File: src/rtl/wb_stage_pkg.sv
// Shared defaults and payload typedef for the writeback stage.
// Holds no logic; imported by wb_stage and wb_fifo.
package wb_stage_pkg;

    localparam int DEF_DATA_WIDTH    = 32;
    localparam int DEF_ROB_SIZE      = 4;
    localparam int DEF_DEST_REG_SIZE = 3;
    localparam int DEF_CTRL_WIDTH    = 6;

    // ctrl value the execute arbiter emits on cycles with no real result
    localparam logic [DEF_CTRL_WIDTH-1:0] CTRL_IDLE = '0;

    typedef struct packed {
        logic [DEF_DATA_WIDTH-1:0]    data;
        logic                         pred;
        logic [DEF_CTRL_WIDTH-1:0]    ctrl;
        logic [DEF_DEST_REG_SIZE-1:0] dest;
        logic [DEF_ROB_SIZE-1:0]      rob_entry;
    } wb_entry;

endpackage

File: src/rtl/wb_fifo.sv
// In-order result buffer: DEPTH entries, power-of-two pointers wrapping naturally.
// Latency: written entry visible at head one cycle after push.
// Backpressure: push ignored when full, pop ignored when empty; clear empties it.
module wb_fifo
    import wb_stage_pkg::*;
#(
    parameter int WIDTH = $bits(wb_entry),
    parameter int DEPTH = 4
) (
    input  logic                   clk,
    input  logic                   reset,
    input  logic                   clear,
    input  logic                   push,
    input  logic [WIDTH-1:0]       push_data,
    input  logic                   pop,
    output logic [WIDTH-1:0]       head_data,
    output logic [$clog2(DEPTH):0] occupancy,
    output logic                   full,
    output logic                   empty
);

    localparam int AW = $clog2(DEPTH);

    logic [WIDTH-1:0] mem [DEPTH];
    logic [AW-1:0]    head;
    logic [AW-1:0]    tail;
    logic             do_push;
    logic             do_pop;

    assign full      = (occupancy == (AW+1)'(DEPTH));
    assign empty     = (occupancy == '0);
    assign do_push   = push && !full;
    assign do_pop    = pop && !empty;
    assign head_data = mem[head];

    always_ff @(posedge clk) begin
        if (reset || clear) begin
            head      <= '0;
            tail      <= '0;
            occupancy <= '0;
        end else begin
            if (do_push) tail <= tail + 1'b1;
            if (do_pop)  head <= head + 1'b1;
            case ({do_push, do_pop})
                2'b10:   occupancy <= occupancy + 1'b1;
                2'b01:   occupancy <= occupancy - 1'b1;
                default: occupancy <= occupancy;
            endcase
        end
    end

    // storage needs no reset: unread slots are never visible outside wb_stage
    always_ff @(posedge clk) begin
        if (do_push && !clear && !reset) mem[tail] <= push_data;
    end

endmodule

File: src/rtl/wb_stage.sv
// Writeback stage: filters idle results, buffers them in order for the ROB.
// Latency: 1 cycle via FIFO; 0 cycles when WB_BYPASS_EN is defined and the buffer is empty.
// Backpressure: ex_ready = buffer not full (registered); payload held while rob_wr_ready low.
module wb_stage
    import wb_stage_pkg::*;
#(
    parameter int DATA_WIDTH    = DEF_DATA_WIDTH,
    parameter int ROB_SIZE      = DEF_ROB_SIZE,
    parameter int DEST_REG_SIZE = DEF_DEST_REG_SIZE,
    parameter int CTRL_WIDTH    = DEF_CTRL_WIDTH,
    parameter int DEPTH         = 4
) (
    input  logic                     clk,
    input  logic                     reset,
    input  logic                     flush,
    input  logic                     ex_valid,
    input  logic [DATA_WIDTH-1:0]    ex_data,
    input  logic                     ex_pred,
    input  logic [CTRL_WIDTH-1:0]    ex_ctrl,
    input  logic [DEST_REG_SIZE-1:0] ex_dest_reg,
    input  logic [ROB_SIZE-1:0]      ex_rob_entry,
    output logic                     ex_ready,
    output logic                     rob_wr_valid,
    input  logic                     rob_wr_ready,
    output logic [DATA_WIDTH-1:0]    rob_wr_data,
    output logic                     rob_wr_pred,
    output logic [CTRL_WIDTH-1:0]    rob_wr_ctrl,
    output logic [DEST_REG_SIZE-1:0] rob_wr_dest,
    output logic [ROB_SIZE-1:0]      rob_wr_entry,
    output logic [$clog2(DEPTH):0]   occupancy
);

    typedef struct packed {
        logic [DATA_WIDTH-1:0]    data;
        logic                     pred;
        logic [CTRL_WIDTH-1:0]    ctrl;
        logic [DEST_REG_SIZE-1:0] dest;
        logic [ROB_SIZE-1:0]      rob_entry;
    } entry_t;

    entry_t ex_entry;
    entry_t head_entry;
    entry_t out_entry;
    logic   is_work;
    logic   bypass;
    logic   push;
    logic   pop;
    logic   fifo_full;
    logic   fifo_empty;

    assign ex_entry = '{data: ex_data, pred: ex_pred, ctrl: ex_ctrl,
                        dest: ex_dest_reg, rob_entry: ex_rob_entry};

    assign is_work  = ex_valid && (ex_ctrl != CTRL_WIDTH'(CTRL_IDLE));
    assign ex_ready = !fifo_full;

`ifdef WB_BYPASS_EN
    assign bypass = fifo_empty && is_work && !flush;
`else
    assign bypass = 1'b0;
`endif

    // a bypassed result the ROB takes this cycle must not also be buffered
    assign push = is_work && ex_ready && !flush && !(bypass && rob_wr_ready);
    assign pop  = !fifo_empty && rob_wr_ready;

    wb_fifo #(
        .WIDTH ($bits(entry_t)),
        .DEPTH (DEPTH)
    ) u_fifo (
        .clk       (clk),
        .reset     (reset),
        .clear     (flush),
        .push      (push),
        .push_data (ex_entry),
        .pop       (pop),
        .head_data (head_entry),
        .occupancy (occupancy),
        .full      (fifo_full),
        .empty     (fifo_empty)
    );

    assign rob_wr_valid = !fifo_empty || bypass;

    // payload reads zero whenever nothing is offered, including straight after reset
    always_comb begin
        out_entry = '0;
        if (!fifo_empty) begin
            out_entry = head_entry;
        end else if (bypass) begin
            out_entry = ex_entry;
        end
    end

    assign rob_wr_data  = out_entry.data;
    assign rob_wr_pred  = out_entry.pred;
    assign rob_wr_ctrl  = out_entry.ctrl;
    assign rob_wr_dest  = out_entry.dest;
    assign rob_wr_entry = out_entry.rob_entry;

endmodule

File: config.mk
export PLATFORM = sky130hd
export DESIGN_NAME = wb_stage
export DESIGN_NICKNAME = d
export VERILOG_FILES = /design/src/rtl/wb_stage_pkg.sv /design/src/rtl/wb_fifo.sv /design/src/rtl/wb_stage.sv
export SDC_FILE = /design/constraint.sdc
export NUM_CORES = 1
export LEC_CHECK = 0
export CAP_MARGIN = 20
export CORE_ASPECT_RATIO = 0.7
export CORE_UTILIZATION = 41
export DETAILED_ROUTE_END_ITERATION = 16
export HOLD_SLACK_MARGIN = 0.12
export SYNTH_ARGS = -nofsm -noshare
export SYNTH_HDL_FRONTEND = slang
export SYNTH_HIERARCHICAL = 1
export SYNTH_SLANG_ARGS = --single-unit
export TNS_END_PERCENT = 1
File: constraint.sdc
create_clock -name clk -period 3.85 [get_ports clk]
set_input_delay 1.155 -clock clk [delete_from_list [all_inputs] [get_ports clk]]
set_output_delay 1.155 -clock clk [all_outputs]
set_load 0.01 [all_outputs]
**After elaboration in Yosys (flattened, before gate mapping)**

Memory sizes are Yosys's and may differ from the RTL's. A register that Yosys moved wholly into a read port is not among the register bits.
Index checks and enable logic that the tools add are counted.

- $add $sub $neg: 4
- Equal/unequal tests: 3
- Muxes and demuxes: 6
- Reduce and logical (&&, ||, !) cells: 16

Operator list:

| cell | count |
|---|---|
| $mux 46 | 1 |
| $logic_and 1x1->1 | 8 |
| $pmux 3 s2 | 1 |
| $reduce_bool 6->1 | 1 |
| $add 2x1->2 const B | 2 |
| $logic_not 1->1 | 4 |
| $mux 2 | 2 |
| $add 3x1->3 const B | 1 |
| $eq 3x3->1 const B | 1 |
| $logic_not 3->1 | 1 |
| $sub 3x1->3 const B | 1 |
| $eq 2x1->1 const B | 1 |
| $eq 2x2->1 const B | 1 |
| $mux 1 | 2 |
| $reduce_bool 2->1 | 1 |
| $logic_or 1x1->1 | 1 |

- Flip-flop bits (word level): 7
- Bits in writable memories: 184
- Input bits: 51
- Output and inout bits: 51
- Logic and storage cells: 33
- Memories kept: 1

Memory list:

| name | words | bits a word | read ports | clocked after Yosys merged registers in | write ports | line | RTL |
|---|---|---|---|---|---|---|---|
| u_fifo.mem | 4 | 46 | 1 | 1 | 1 | wb_fifo.sv:24 | `logic [WIDTH-1:0] mem [DEPTH];` |

**Depth between registers and ports, before layout**

Gate-level depths: netlist of the first run.

- Depth after elaboration: 9
- Gate-level depth with buffers: 12
- Mapped depth without buffers: 12

**Modules after synthesis**

Netlist of the first run, hierarchy kept.

Modules (own cells, without submodules):

| module | times used | cells an instance | area an instance (sq um) | seq. area each (sq um) |
|---|---|---|---|---|
| wb_fifo | 1 | 295 | 7123.1 | 5705.5 |
| wb_stage | 1 | 58 | 367.9 | 0.0 |

**Least setup slack after synthesis of the first run**

No wires, ideal clock.

- Kind: input to register
- Start: in flush
- End: mem u_fifo/mem[0][0] (netlist bit) (enable)
- Setup time: 0.408 ns
- Arrival time: 3.077 ns
- Data required time: 3.442 ns
- Setup slack: 0.364 ns
- Stages: 4
- Buffers on the path: 0
- Cell sequence: or3b_1 -> a21oi_1 -> and2_4 -> and3_1

- Word-level cells in the longest chain between the ends: 7

Ends and longest elaborated chain:

| element | line | RTL |
|---|---|---|
| start, declared | wb_stage.sv:15 | `input logic flush,` |
| $logic_not 1->1 | wb_stage.sv:64 | `assign push = is_work && ex_ready && !flush && !(bypass && rob_wr_ready);` |
| $logic_and 1x1->1 | wb_stage.sv:64 |  |
| net push | wb_stage.sv:46 | `logic push;` |
| $logic_and 1x1->1 | wb_fifo.sv:32 | `assign do_push = push && !full;` |
| $logic_and 1x1->1 (2 in a row) | wb_fifo.sv:54 | `if (do_push && !clear && !reset) mem[tail] <= push_data;` |
| $mux 1 | wb_fifo.sv:54 |  |
| $mux 1 (implied by the code) | wb_fifo.sv:54 |  |
| end, declared | wb_fifo.sv:24 |  |

The timed path passes the listed nets, and every way through them passes these cells.

==> results.yml, run 1 <==
timing:
  post-route-period-util_pct: 92.4
  max_freq_mhz: 281
  fin_crit_ns: 3.56
  setup_viol: 0
  tns_ns: 0
  skew_ns: 0.0111
  rsz0062_at_grt: "false"
  maxSlewHeadroom_pct: 74.2
  tightestPinTransition_ns: 0.387
  hold_violations: 0
  report.final.slew_viol_count: 0
yosys:
  synth-async-reset-ratio_pct: 0
  synth_area_per_cell_sq_um: 21.2
  yosysMostFrequentCell: "edfxtp_1"
  synth_warnings: 6
  synthesis.nets: 410
  yosys.area.top_type_share_pct: 73.8
  syn_inst: 353
  synth_edf_count: 184
  synth.area.top_cells: "edfxtp_1, mux4_2, nor2b_1"
  yosys.cell_types.count: 29
  synthTopCellsByCount: "edfxtp_1, mux4_2, nor2b_1"
  synth_seq_area_share_pct: 76.2
  syn_area_sq_um: 7490
  synth.largest_area_cell: "edfxtp_1"
  synth_seq_cells: 193
  yosys_most_used_dff: "edfxtp_1"
drt:
  met2_length_mm: 6.77
  postRouteWirelength_mm: 13.6
  dr_total_vias: 3590
  wl_met1_mm: 6.17
  drc: 0
  ant_nets: 0
  avgViaCountPerCell: 5.05
  wl_met3_microns: 610
  firstDrtPassIters: 4
  post_drt_wl_per_cell_microns: 19.1
  routed.top_layer: "met4"
  drt-initial-drc-count: 260
worst_setup_path:
  cp_num_buf_inv: 2
  slowest_delay_ns: 0.53
  arrival_ns: 2.40
  path_depth: 4
  cp_slowest_cell: "mux4_2"
  crit_fanout: 24
  crit_path_end_kind: "output port"
  crit_family: "buffers and inverters"
  path_cells: "buf_12 -> mux4_2 -> nor2b_1 -> clkdlybuf4s50_1"
  required_ns: 2.69
  path_class: "reg -> out"
  startpoint_type: "register"
  rr_worst_depth: 12
clocking:
  cts.reportedPaths.clkPinSlew_ns: 0.06
  htree_levels: 4
  cts.sink_count: 193
  postCtsSetupBuffers: 0
  cts_buffer_depth: 2
  cts_tree: "built"
  cts_resized: 0
  clock-root-buffer: "clkbuf_16"
  cts_made_buffers: 17
  insertion_delay_ns: 0.42
  cts_hold_buf: 0
die:
  fp.dieW_microns: 164
  die_area_sq_um: 18800
  die_h_microns: 115
  initial_core_util_pct: 42.8
  rows: 40
  coreArea_sq_um: 17500
  io_pins: 102
placed_design:
  gp_congestion: 0.681
  hpwl_mm: 7.81
  placed_cells: 679
  port-buffer-count: 101
final_layout:
  drive_gt1_share_pct: 20.0
  multiInputGateArea_sq_um: 1670
  syn_to_final_growth_pct: 25.9
  final_util_pct: 53.8
  seqCellArea_sq_um: 5710
  fill_cells: 1404
  n_antenna_cell: 0
  layout.nets: 524
  final_cells: 711
outcome:
  outcome: "finished, final reports clean"
grt:
  grt_usage_pct: 15.7
  grt_pass1_wl_mm: 21.1
  first_global_vias: 3868
  antenna_found_initial: 0
  grt_overflow: 0
  grt_max_degree: 53
min_path:
  holdPathStages: 2
  worstHoldPathType: "reg -> reg"
pwr:
  power.leakage_nw: 2.96
  peakVddDrop_mv: 0.260
  power_density_nw_per_um2: 441
run:
  drv_cap: 0
final cells by class:
cell class | count | area share [%]
inverter | 9 | 0.358
clock inverter | 14 | 1.49
timing repair buffer | 111 | 12.3
sequential | 193 | 60.6
clock buffer | 18 | 4.55
multi-input combinational | 135 | 17.7
tap | 231 | 3.07
flip-flops by register name, indices dropped and copies added, names as in the netlist, named ones only:
name,cells
u_fifo/head,2
u_fifo/mem,184
u_fifo/tail,2
u_fifo/occupancy,3
through the flow:
| stage | total power, mW | hold WS (ns) | setup WS (ns) | area (sq um) |
|---|---|---|---|---|
| 2_1_floorplan | 2.41 | 0.453 | 0.364 | 7490 |
| 4_1_cts | 4.20 | 0.501 | 0.217 | 9430 |
| 5_1_grt | 4.29 | 0.551 | 0.146 | 9430 |
| 3_5_place_dp | 2.52 | 0.491 | 0.148 | 8860 |
| 3_3_place_gp | 2.51 | 0.466 | 0.203 | 8860 |
| 6_report | 4.15 | 0.495 | 0.291 | 9430 |
power breakdown:
| group | internal [mW] | total (mW) | switching [mW] | leakage [nW] |
|---|---|---|---|---|
| Sequential | 2.31 | 2.31 | 0.00355 | 1.73 |
| Combinational | 0.0887 | 0.157 | 0.0682 | 0.956 |
| Clock | 0.952 | 1.69 | 0.734 | 0.270 |
| Total | 3.35 | 4.15 | 0.805 | 2.96 |
final timing paths:
check                                    startpoint                  end  slack, ns
worst min-delay path                 u_fifo/head[1]             register       0.50
worst max-delay path                       register      rob_wr_entry[3]       0.29
worst min register to register       u_fifo/head[1]             register       0.50
worst max register to register  u_fifo/occupancy[1]  u_fifo/occupancy[2]       1.10
routing by layer:
layer  vias up  global-route usage, %
li1       1640                      -
met1      1864                   20.5
met2        84                   25.6
met3         2                   5.23
met4         0                   3.89
met5         -                      0
layout by cell type (no fill, tap or decap), drive strengths merged, types with 2 or more instances in the layout:
cell | Yosys | layout
ha | 5 | 5
mux4 | 46 | 46
edfxtp | 184 | 184
clkbuf | 3 | 18
dfxtp | 9 | 9
or3 | 2 | 2
clkdlybuf4s50 | 0 | 101
clkinvlp | 0 | 4
and3 | 4 | 4
nand2 | 2 | 2
buf | 13 | 10
nor2b | 36 | 36
nor2 | 5 | 5
a21oi | 5 | 5
or3b | 2 | 2
clkinv | 0 | 7
xor2 | 2 | 2
o21ai | 4 | 4
and2b | 12 | 12
inv | 9 | 10
bufinv | 0 | 2
cells by family after synthesis:
kind of cell,share of synthesized area [%]
fa+ha+maj,1.10
xor+xnor,0.234
mux,13.8
flops,76.2
buf+inv,1.75
compound gates,0.869
simple gates,6.05
worst register-to-register path: stages (launching register included):
cell	delay [ns]
dfxtp_1	0.46
or3b_1	0.24
inv_1	0.07
or3b_1	0.39
a21oi_1	0.25
and2_4	0.23
inv_1	0.05
ha_1	0.21
inv_1	0.07
fa_1	0.17
xor2_1	0.08
or3_1	0.32
a21oi_1	0.15
(Power assumes the default switching activity.)
==> run 2: changes to the inputs <==
- CAP_MARGIN: 20 -> 10
- CTS_CLUSTER_DIAMETER: default -> 50
- clock period: 3.85 -> 4.4 ns (I/O delays scaled with it)
==> results.yml, run 2 (same netlist as run 1, synthesis figures left out) <==
timing:
  setup_slack_ns: 0.520
  report.final.slew_viol_count: 0
  post-route-period-util_pct: 88.2
  tightestPinTransition_ns: 0.521
  hold_violations: 0
  skew_ns: 0.0120
  tns_ns: 0
  setup_viol: 0
  max_freq_mhz: 258
  whs_ns: 0.505
  maxSlewHeadroom_pct: 65.2
  fin_crit_ns: 3.88
  rsz0062_at_grt: "false"
drt:
  dr_total_vias: 3657
  postRouteWirelength_mm: 14.0
  post_drt_wl_per_cell_microns: 19.7
  avgViaCountPerCell: 5.14
  drt-initial-drc-count: 202
  ant_nets: 0
  firstDrtPassIters: 6
  drc: 0
final_layout:
  syn_to_final_growth_pct: 25.3
  layout_common_cells: "edfxtp_1, clkdlybuf4s50_1, mux4_2"
  final_common_cell: "edfxtp_1"
  largest_reg_flops: 184
  regMostFlops: "u_fifo/mem"
  drive_gt1_share_pct: 20.4
  final_cells: 712
  layout.nets: 526
  final_util_pct: 53.6
  n_antenna_cell: 0
  top_regs: "u_fifo/mem x184, u_fifo/occupancy x3"
min_path:
  hp-start: "u_fifo/head[0]"
  worstHoldPathType: "reg -> reg"
  holdPathStages: 2
die:
  die_h_microns: 115
  initial_core_util_pct: 42.8
  coreArea_sq_um: 17500
  io_pins: 102
  die_area_sq_um: 18800
  rows: 40
  fp.dieW_microns: 164
pwr:
  power_density_nw_per_um2: 381
  power.leakage_nw: 2.95
  peakVddDrop_mv: 0.265
outcome:
  outcome: "finished, final reports clean"
grt:
  grt_overflow: 0
  grt_pass1_wl_mm: 21.3
  grt_max_degree: 53
  antenna_found_initial: 0
  grt_usage_pct: 15.8
  first_global_vias: 3834
clocking:
  htree_levels: 4
  cts_made_buffers: 17
  cts_tree: "built"
  clock-root-buffer: "clkbuf_16"
  postCtsSetupBuffers: 0
  cts_buffer_depth: 2
  cts.sink_count: 193
  cts_hold_buf: 0
  insertion_delay_ns: 0.42
  cts.reportedPaths.clkPinSlew_ns: 0.07
  cts_resized: 0
run:
  drv_cap: 0
placed_design:
  placed_cells: 681
  port-buffer-count: 101
  dpl_worst_slack_ns: 0.441
  hpwl_mm: 8.37
  gp_congestion: 0.717
worst_setup_path:
  r2r-end: "u_fifo/occupancy[2]"
  rr_worst_depth: 12
  path_class: "reg -> out"
  crit_path_end_kind: "output port"
  crit_fanout: 23
  arrival_ns: 2.56
  r2r_start: "u_fifo/occupancy[0]"
  startpoint_type: "register"
  reg2reg_slack_ns: 1.60
  required_ns: 3.08
run 2: cell count changes in the layout (fill, tap and decap cells not counted):
cell and change:
clkinv_4 -2, clkinv_2 -3, inv_6 +4, clkinvlp_4 -1
buf_12 -3, clkbuf_1 -1, inv_8 +4, buf_4 +5
bufinv_16 -2
run 2: worst max-delay path by stage:
stage / from / endpoint / cells past startpoint / slack [ns]
floorplan: flush / u_fifo/mem[0][0] / 4 / 0.75
global placement: ex_ctrl[1] / u_fifo/occupancy[2] / 11 / 0.50
detailed placement: ex_ctrl[1] / u_fifo/occupancy[2] / 11 / 0.44
CTS: register / rob_wr_ctrl[4] / 4 / 0.44
global route: register / rob_wr_ctrl[4] / 4 / 0.35
finish: register / rob_wr_ctrl[4] / 4 / 0.52
run 2: routing by layer:
metal  vias up  share of wire (%)  routed length (microns)  track usage (%)
met4         0               0.85                      120             4.26
met3        10                5.0                      708             4.26
li1       1645                  -                        -                -
met5         -                  0                        0                0
met1      1904                 48                     6670             22.0
met2        98                 47                     6540             24.9
run 2: power breakdown:
group	internal (mW)	switching [mW]	total (mW)
logic	0.0772	0.0609	0.138
clock network	0.741	0.678	1.42
registers	2.02	0.00330	2.02
total	2.84	0.742	3.58
run 2: metrics by stage:
step	power, mW	area [sq um]
floorplan	2.10	7490
global placement	2.20	8840
detailed placement	2.20	8840
CTS	3.62	9380
global route	3.70	9380
finish	3.58	9380
run 2: worst max-delay path, cell delays in order, from the launching register on:
cell and delay (ns):
dfxtp_4 0.66, buf_4 0.30, mux4_2 0.51, and2b_1 0.19, clkdlybuf4s50_1 0.48
run 2: layout make-up:
class	count	area, sq um
fill	1412	8130
timing repair buffer	113	1140
multi-input combinational	135	1670
clock buffer	17	425
inverter	9	33.8
clock inverter	14	120
sequential	193	5710
tap	231	289
